<file path="config.mk">
export PLATFORM = sky130hd
export DESIGN_NAME = approx_fp_result_fifo
export DESIGN_NICKNAME = d
export VERILOG_FILES = /design/src/rtl/approx_fp_pkg.sv /design/src/rtl/fp_class_decode.sv /design/src/rtl/approx_fp_result_fifo.sv
export SDC_FILE = /design/constraint.sdc
export NUM_CORES = 1
export LEC_CHECK = 0
export ABC_AREA = 1
export BUFFER_PORTS_ARGS = -buffer_cell sky130_fd_sc_hd__buf_4
export CAP_MARGIN = 10
export CORE_MARGIN = 4
export CORE_UTILIZATION = 54
export DETAILED_ROUTE_END_ITERATION = 8
export PLACE_DENSITY = 0.78
export SYNTH_ARGS = -nofsm -noshare
export SYNTH_HDL_FRONTEND = slang
export SYNTH_HIERARCHICAL = 1
export SYNTH_SLANG_ARGS = --single-unit
</file>
<file path="constraint.sdc">
create_clock -name clk -period 1.95 [get_ports clk]
set_clock_uncertainty 0.1 [all_clocks]
set_input_delay 0 -clock clk [delete_from_list [all_inputs] [get_ports clk]]
set_output_delay 0 -clock clk [all_outputs]
set_load 0.02 [all_outputs]
</file>
<file path="src/rtl/approx_fp_pkg.sv">
// Shared definitions for the approximate FP multiplier result path:
// IEEE-754 single field widths, class flag bit positions and the width
// of one buffered result entry {mode, flags, result}.
package approx_fp_pkg;

  localparam int          EXP_W   = 8;
  localparam int          MAN_W   = 23;
  localparam logic [7:0]  EXP_MAX = 8'hFF;

  localparam int FLAG_ZERO = 0;
  localparam int FLAG_INF  = 1;
  localparam int FLAG_NAN  = 2;
  localparam int FLAG_W    = 3;

  // Width of one stored entry: mode tag, class flags and the result word.
  function automatic int entry_width(input int data_w, input int mode_w);
    return mode_w + FLAG_W + data_w;
  endfunction

endpackage

</file>
<file path="src/rtl/fp_class_decode.sv">
// Combinational classifier for an IEEE-754 single-layout magnitude.
// The sign bit never changes the class, so only exponent and mantissa
// are taken. Denormals are reported as zero because the multiplier
// flushes them.
module fp_class_decode
  import approx_fp_pkg::*;
(
  input  logic [EXP_W+MAN_W-1:0] mag,
  output logic [FLAG_W-1:0]      flags
);

  logic [EXP_W-1:0] e;
  logic [MAN_W-1:0] m;

  assign e = mag[MAN_W +: EXP_W];
  assign m = mag[MAN_W-1:0];

  // Decode zero / infinity / NaN from exponent and mantissa fields.
  always_comb begin
    flags = {FLAG_W{1'b0}};
    if (e == {EXP_W{1'b0}}) begin
      flags[FLAG_ZERO] = 1'b1;
    end else if (e == EXP_MAX) begin
      if (m == {MAN_W{1'b0}}) begin
        flags[FLAG_INF] = 1'b1;
      end else begin
        flags[FLAG_NAN] = 1'b1;
      end
    end else begin
      flags = {FLAG_W{1'b0}};
    end
  end

endmodule

</file>
<file path="src/rtl/approx_fp_result_fifo.sv">
// Result buffer behind the approximate FP multiplier. Each incoming word is
// classified on entry and stored with its mode tag in a first-word-fall-
// through FIFO. The producer cannot stall, so words offered while full are
// dropped and recorded in a sticky overflow flag.
// Optional feature macro: RESULT_STATS_EN adds saturating push counters.
module approx_fp_result_fifo
  import approx_fp_pkg::*;
#(
  parameter int DEPTH  = 8,
  parameter int DATA_W = 32,
  parameter int MODE_W = 2,
  parameter int CNT_W  = 16
) (
  input  logic                       clk,
  input  logic                       reset,
  input  logic                       in_valid,
  output logic                       in_ready,
  input  logic [DATA_W-1:0]          in_result,
  input  logic [MODE_W-1:0]          in_mode,
  output logic                       out_valid,
  input  logic                       out_ready,
  output logic [DATA_W-1:0]          out_result,
  output logic [MODE_W-1:0]          out_mode,
  output logic [FLAG_W-1:0]          out_flags,
  output logic [$clog2(DEPTH):0]     level,
  output logic                       overflow,
  input  logic                       clr_overflow,
  output logic [CNT_W-1:0]           res_count,
  output logic [CNT_W-1:0]           exc_count
);

  localparam int PTR_W   = $clog2(DEPTH);
  localparam int LVL_W   = PTR_W + 1;
  localparam int ENTRY_W = entry_width(DATA_W, MODE_W);

  logic [ENTRY_W-1:0] mem [DEPTH];
  logic [PTR_W-1:0]   wr_ptr;
  logic [PTR_W-1:0]   rd_ptr;
  logic [FLAG_W-1:0]  in_flags;
  logic [ENTRY_W-1:0] head;
  logic               push;
  logic               pop;
  logic               drop;

  fp_class_decode u_class (
    .mag   (in_result[DATA_W-2:0]),
    .flags (in_flags)
  );

  // in_ready/out_valid come from the registered level only, so a pop in the
  // same cycle can never admit a push into a full buffer.
  assign in_ready  = (level != LVL_W'(DEPTH));
  assign out_valid = (level != {LVL_W{1'b0}});
  assign push      = in_valid && in_ready;
  assign pop       = out_valid && out_ready;
  assign drop      = in_valid && !in_ready;
  assign head      = mem[rd_ptr];

  // Head fields fall through from storage; forced to zero while empty.
  always_comb begin
    out_result = {DATA_W{1'b0}};
    out_flags  = {FLAG_W{1'b0}};
    out_mode   = {MODE_W{1'b0}};
    if (out_valid) begin
      out_result = head[DATA_W-1:0];
      out_flags  = head[DATA_W +: FLAG_W];
      out_mode   = head[DATA_W+FLAG_W +: MODE_W];
    end else begin
      out_result = {DATA_W{1'b0}};
    end
  end

  // Entry storage: write {mode, flags, result} at the write pointer.
  always_ff @(posedge clk or negedge reset) begin
    if (!reset) begin
      for (int i = 0; i < DEPTH; i++) begin
        mem[i] <= {ENTRY_W{1'b0}};
      end
    end else if (push) begin
      mem[wr_ptr] <= {in_mode, in_flags, in_result};
    end
  end

  // Pointers wrap naturally at DEPTH (power of two); level tracks occupancy.
  always_ff @(posedge clk or negedge reset) begin
    if (!reset) begin
      wr_ptr <= {PTR_W{1'b0}};
      rd_ptr <= {PTR_W{1'b0}};
      level  <= {LVL_W{1'b0}};
    end else begin
      if (push) wr_ptr <= wr_ptr + 1'b1;
      if (pop)  rd_ptr <= rd_ptr + 1'b1;
      case ({push, pop})
        2'b10:   level <= level + 1'b1;
        2'b01:   level <= level - 1'b1;
        default: level <= level;
      endcase
    end
  end

  // Sticky overflow: a dropped push takes priority over a clear request.
  always_ff @(posedge clk or negedge reset) begin
    if (!reset) begin
      overflow <= 1'b0;
    end else if (drop) begin
      overflow <= 1'b1;
    end else if (clr_overflow) begin
      overflow <= 1'b0;
    end
  end

`ifdef RESULT_STATS_EN
  // Saturating counts of accepted pushes and of accepted inf/NaN results.
  always_ff @(posedge clk or negedge reset) begin
    if (!reset) begin
      res_count <= {CNT_W{1'b0}};
      exc_count <= {CNT_W{1'b0}};
    end else if (push) begin
      if (res_count != {CNT_W{1'b1}}) res_count <= res_count + 1'b1;
      if ((in_flags[FLAG_INF] || in_flags[FLAG_NAN]) && (exc_count != {CNT_W{1'b1}}))
        exc_count <= exc_count + 1'b1;
    end
  end
`else
  assign res_count = {CNT_W{1'b0}};
  assign exc_count = {CNT_W{1'b0}};
`endif

endmodule

</file>
==> results.toml, run 1 <==
[placement]
hpwl_mm = 23.2
io_buffers = 82
gp_congestion = 0.820
dp_cells = 2072
dpl_cell_area_um2 = 15400

[global_routing]
antenna_found_initial = 0
grt_pass1_vias = 13000
gr-total-overflow = 0
grt_max_degree = 69
grt_pass1_wl_mm = 69.8
grtUsageTotal_pct = 28.4

[power]
power_density_nw_per_um2 = 1970
p_leak_nw = 8.54
ir_drop_mv = 1.60

[final_layout]
layout-area-overhead-vs-synth_pct = 24.2
nets = 1882
multi_input_area_um2 = 6110
final_cell_area_um2 = 18200
diodes = 0
layout-drive-gt1-share_pct = 19.3
n_fill_cell = 1910
seqCellArea_um2 = 7690
most-common-layout-cells = "358 x nand2_1, 300 x dfrtp_1, 252 x o21ai_1"
layout_commonest_cell = "nand2_1"
fin_cells = 2203

[clock_tree]
clk_latency_ns = 0.57
clock_sinks = 307
cts_tree = "done"
clock_path_buffers = 3
cts_root_buf = "clkbuf_16"
cts-htree-levels = 1
numCtsBuffers = 31
clk_pin_slew_ns = 0.07

[detailed_routing]
dr_total_vias = 13100
drt_iter0_drc = 1401
antenna_left = 0
drtPass1Iterations = 5
drcViolationCount = 0
wire_per_inst_um = 20.1
via_per_inst = 5.94
wirelength_mm = 44.3

[sta]
timing.final.ws_setup_ns = -0.401
max_freq_mhz = 425
finalHoldViolCount = 0
finalMaxSlewViolations = 0
fin_crit_sh_pct = 121
rsz0062_at_grt = "true"
hold-worst-slack_ns = 0.244
finalCriticalPeriod_ns = 2.35
finalSetupViolCount = 38

[setup_path]
worstReg2RegStart = "level[0]"
crit_required_ns = 1.85
worstRegToRegCells = 13
end_kind = "output port"
critPathLaunchType = "flip-flop"
r2r_end = "level[2]"
worstSetupPathType = "flip-flop to output port"
path_max_fanout = 25
regToRegSetupSlack_ns = -0.09
crit_arrival_ns = 2.25

[status]
status = "finished with violations"
violations = "setup timing"

[floorplan]
start_util_pct = 54.7
io_pins = 115
die_area_um2 = 29800
die_h_um = 173
dieWidth_um = 173
rows = 60
coreArea_um2 = 26800

[synth]
synthTopCellsByArea = "dfrtp_1 52%, nand2_1 9.3%, o21ai_1 7.4%"
ys_ff_latch = 307
syn_area_um2 = 14700
synth_enable_flop_cells = 0
synth-main-ff-cell = "dfrtp_1"
ys_seq_area_share_pct = 52.4
netlist_instances = 1724
async_flop_share_pct = 100
synth_top_area_cell = "dfrtp_1"
synth_cell_type_count = 31
ys_warn_count = 6
synth_top_area_share_pct = 52.4
synth.avg_cell_area_um2 = 8.50

[min_path]
hold_end = "mem[68]"
hold_depth = 4
hold_path_startpoint = "in_result[31]"
min_path_type = "primary input to flip-flop"

[run]
cap_violations = 0
## synthesized netlist by cell type, types with 2 or more instances
| library cell | n |
|---|---|
| o21ai_0 | 207 |
| o211ai_1 | 37 |
| nand2_4 | 8 |
| clkbuf_1 | 41 |
| nor2_1 | 287 |
| buf_1 | 4 |
| buf_2 | 25 |
| nand3_1 | 4 |
| inv_1 | 53 |
| ha_1 | 5 |
| nand2_1 | 363 |
| nor4_1 | 2 |
| nand4_1 | 2 |
| dfrtp_1 | 307 |
| buf_4 | 38 |
| o22ai_1 | 38 |
| buf_6 | 33 |
| buf_8 | 15 |
| xor2_1 | 3 |
| o21ai_2 | 22 |
| xnor2_1 | 3 |
| o21ai_1 | 218 |
## how the worst max path moves through the flow
| stage | slack, ns | startpoint | endpoint |
|---|---|---|---|
| after floorplan | -0.04 | level[0] | level[2] |
| after global placement | 0.01 | level[0] | level[2] |
| after detailed placement | -0.03 | level[0] | level[2] |
| after global routing | -0.44 | rd_ptr[0] | out_flags[2] |
| final | -0.40 | rd_ptr[0] | out_flags[2] |
| after CTS | -0.31 | rd_ptr[0] | out_result[10] |
## routing by layer
metal	global-route usage, %	wire length, um
met2	46.9	20900
met4	7.72	1370
met3	5.66	4470
met5	0	0
met1	38.7	17600
## repair_timing
item | CTS | global route
hold buffers | 40 | 0
hold endpoints to repair | 596 | 0
pin swaps | 45 | 54
setup buffers | 13 | 3
setup endpoints to repair | 38 | 246
cloned | 14 | 4
resized for setup | 145 | 75
## registers in the layout, indices dropped and copies added (netlist names)
signal    cells
level         4
mem         296
overflow      1
rd_ptr        3
wr_ptr        3
## cell type report
class,instances,area share (%)
tap,341,2.34
sequential,307,42.3
timing repair buffer,207,14.5
multi-input combinational,1237,33.6
clock inverter,18,1.33
inverter,54,1.17
clock buffer,39,4.76
## power by group
part           switching [mW]  internal (mW)  total [mW]
Combinational            11.0           7.78        18.8
Clock                    2.62           3.82        6.44
Sequential               1.55           9.02        10.6
Total                    15.2           20.6        35.8
## through the flow
| stage | worst slack, ns | total power [mW] | utilization (%) | TNS [ns] |
|---|---|---|---|---|
| 6_report | -0.401 | 35.8 | 67.9 | -11.02 |
| 5_1_grt | -0.445 | 37.7 | 67.9 | -13.59 |
| 3_3_place_gp | 0.00974 | 24.2 | 57.6 | 0 |
| 3_5_place_dp | -0.0287 | 24.8 | 57.6 | -0.0287 |
| 4_1_cts | -0.310 | 34.3 | 66.6 | -9.52 |
| 2_1_floorplan | -0.0376 | 19.9 | - | -0.0376 |
## cells by family after synthesis
group / Yosys count / synth area share [%]
AOI/OAI and AO/OA: 524 / 19.4
xor gates and xnor gates: 6 / 0.359
adders and majority gates: 5 / 0.427
buffers and inverters: 211 / 9.55
DFF: 307 / 52.4
other: 1 / 0.0256
and+or+nand+nor: 670 / 17.8
## critical path, stage by stage, from the launching register on
cell and delay, ns:
dfrtp_4 0.53, inv_8 0.16, buf_12 0.19, nor2_1 0.07, o211ai_1 0.23, nand2_1 0.11
nor2_1 0.17, buf_4 0.20
Note: power is estimated with default switching activity, not from simulation.
==> run 2, diff against run 1 <==
- ABC_AREA: 1 -> not set
- PLACE_DENSITY: 0.78 -> not set
- PLACE_DENSITY_LB_ADDON: not set -> 0.25
==> run 2 against run 1 <==
  * First-iteration DRC count fell by 50%
  * Register-to-register slack lost 0.16 ns
  * Synthesized cell count decreased by 48%
  * Maximum frequency fell by 1.5%
  * Clock-buffer cell count rose by 12
  * Setup slack got worse by 0.036 ns
  * Wire length is 9.3% lower
  * Cell area up 8.6%
  * Clock power down 2%
  * Global-route usage decreased by 4.2 points
  * Combinational power is 2% lower
  * The flow still finishes with violations (setup timing)
==> results.toml, run 2 <==
[sta]
slew_headroom_pct = 59.8
finalCriticalPeriod_ns = 2.39
rsz0062_at_grt = "true"
timing.final.ws_setup_ns = -0.437
fin_crit_sh_pct = 122
max_freq_mhz = 419
max_slew.worst_pin.slew_ns = 0.601
finalHoldViolCount = 0
finalMaxSlewViolations = 0
finalSetupViolCount = 336

[global_routing]
grt_max_degree = 62
antenna_found_initial = 0
gr-total-overflow = 0
grtUsageTotal_pct = 24.1
grt_pass1_wl_mm = 55.2
grt_pass1_vias = 9486

[synth]
post-synth-top-count-cell = "dfrtp_1"
ys_seq_area_share_pct = 53.2
ys_ff_latch = 307
synth-main-ff-cell = "dfrtp_1"
async_flop_share_pct = 100
synth.avg_cell_area_um2 = 16.0
synthTopCellsByArea = "dfrtp_1 53%, mux2_2 20%, mux4_2 12%"
netlist_instances = 904
synth_enable_flop_cells = 0
synthTopCellsByCount = "307 x dfrtp_1, 256 x mux2_2, 74 x mux4_2"
synth_top_area_share_pct = 53.2
syn_area_um2 = 14500
synth_cell_type_count = 40
ys_warn_count = 6
synth_top_area_cell = "dfrtp_1"

[clock_tree]
cts_root_buf = "clkbuf_16"
cts-htree-levels = 2
clock_path_buffers = 3
numCtsBuffers = 34
cts_tree = "done"
clk_latency_ns = 0.50
clk_pin_slew_ns = 0.06
clock_sinks = 307

[status]
status = "finished with violations"
violations = "setup timing"

[placement]
gp_congestion = 0.753
io_buffers = 82
dp_cells = 1341
hpwl_mm = 20.0
pre_cts_ws_ns = -0.151
dpl_cell_area_um2 = 16600

[final_layout]
layout-area-overhead-vs-synth_pct = 36.8
layout-drive-gt1-share_pct = 58.2
layout_commonest_cell = "dfrtp_1"
nets = 1182
largest_reg_flops = 296
reg.largest.list = "mem x296, level x4"
diodes = 0
most-common-layout-cells = "300 x dfrtp_1, 275 x mux2_4, 112 x buf_4"
fin_cells = 1493
final_cell_area_um2 = 19800
regMostFlops = "mem"

[power]
pwr-share-clk_pct = 17.5
p_int_mw = 24.4
power_density_nw_per_um2 = 1830
netSwitchingPower_mw = 11.8
p_leak_nw = 9.73
swShare_pct = 32.5
ir_drop_mv = 1.14
p_comb_share_pct = 51.0
power_frac_seq_pct = 31.4

[setup_path]
path_max_fanout = 6
crit_required_ns = 1.85
end_kind = "output port"
critPathLaunchType = "flip-flop"
worstSetupPathType = "flip-flop to output port"
crit_arrival_ns = 2.29

[detailed_routing]
wirelength_mm = 40.1
wire_per_inst_um = 26.9
drcViolationCount = 0
drt_iter0_drc = 696
drtPass1Iterations = 5
via_per_inst = 6.04
antenna_left = 0
dr_total_vias = 9014

[floorplan]
coreArea_um2 = 26200
dieWidth_um = 172
die_area_um2 = 29400
die_h_um = 172
start_util_pct = 55.1
rows = 59
io_pins = 115

[min_path]
min_path_type = "primary input to flip-flop"

[run]
cap_violations = 0
run 2: cell count changes after synthesis, moves of 49 or more:
cell,previous run,this run
o21ai_0,207,1
o21ai_1,218,0
mux4_2,0,74
nor2_1,287,42
inv_1,53,4
mux2_2,0,256
nand2_1,363,3
run 2: cells by family after synthesis:
kind of cell / synth area share [%]
xor gates and xnor gates: 0.545
other: 0.0259
AOI/OAI and AO/OA: 0.268
muxes: 38.2
and+or+nand+nor: 3.30
DFF: 53.2
buffers and inverters: 4.10
adders and majority gates: 0.433
run 2: cell type report:
class / count / area (um2)
clock buffers: 51 / 1010
clock inverters: 5 / 77.6
fillers: 1481 / 6440
inverters: 4 / 17.5
multi-input cells: 538 / 7370
flip-flops and latches: 307 / 7700
well taps: 335 / 419
repair buffers: 253 / 3180
run 2: final timing paths:
path                              start              to  slack [ns]  cells after the start
setup / recovery              rd_ptr[0]  out_result[18]       -0.44                      7
hold / removal             clr_overflow        overflow        0.19                      3
setup reg to reg               level[1]        mem[113]       -0.25                      9
hold reg to reg                mem[153]        mem[153]        0.40                      1
max in group asynchronous         reset        mem[104]        0.54                      4
min in group asynchronous         reset        mem[161]        0.48                      3
run 2: critical path, cell delays in order, from the launching register on:
cell and delay (ns):
dfrtp_4 0.52, buf_12 0.17, buf_12 0.14, buf_4 0.13, mux4_2 0.42, mux2i_1 0.15, nor2_1 0.06, buf_4 0.17
run 2: routing by layer:
| metal | part of all wire (%) | track usage (%) |
|---|---|---|
| met1 | 43 | 34.4 |
| met2 | 49 | 39.8 |
| met3 | 4.9 | 3.03 |
| met4 | 2.9 | 6.34 |
| met5 | 0 | 0 |
run 2: what timing repair did:
| item | in CTS | in global routing |
|---|---|---|
| pin swaps | 5 | 7 |
| endpoints found under the hold margin | 584 | 0 |
| setup endpoints to repair | 308 | 336 |
| hold buffers | 39 | 0 |
| gates resized for setup | 103 | 99 |
| gates cloned | 8 | 22 |
| buffers inserted | 23 | 15 |
run 2: power groups by stage:
stage                     clock network [mW]  logic (mW)  registers, mW
after floorplan                            0        10.9           10.5
after global placement                     0        14.9           11.0
after detailed placement                   0        15.2           11.2
after CTS                               6.42        17.0           11.1
after global routing                    6.67        19.4           11.7
final                                   6.34        18.4           11.4
run 2: metrics by stage:
stage                     power, mW  TNS [ns]  util, %  hold slack, ns
after floorplan                21.4     -9.23        -          -0.396
after global placement         26.0     -8.99     63.2          -0.112
after detailed placement       26.4    -13.23     63.2          -0.111
final                          36.2    -61.12     75.4           0.193
after global routing           37.7    -80.15     75.4           0.235
after CTS                      34.6    -30.47     72.1           0.151
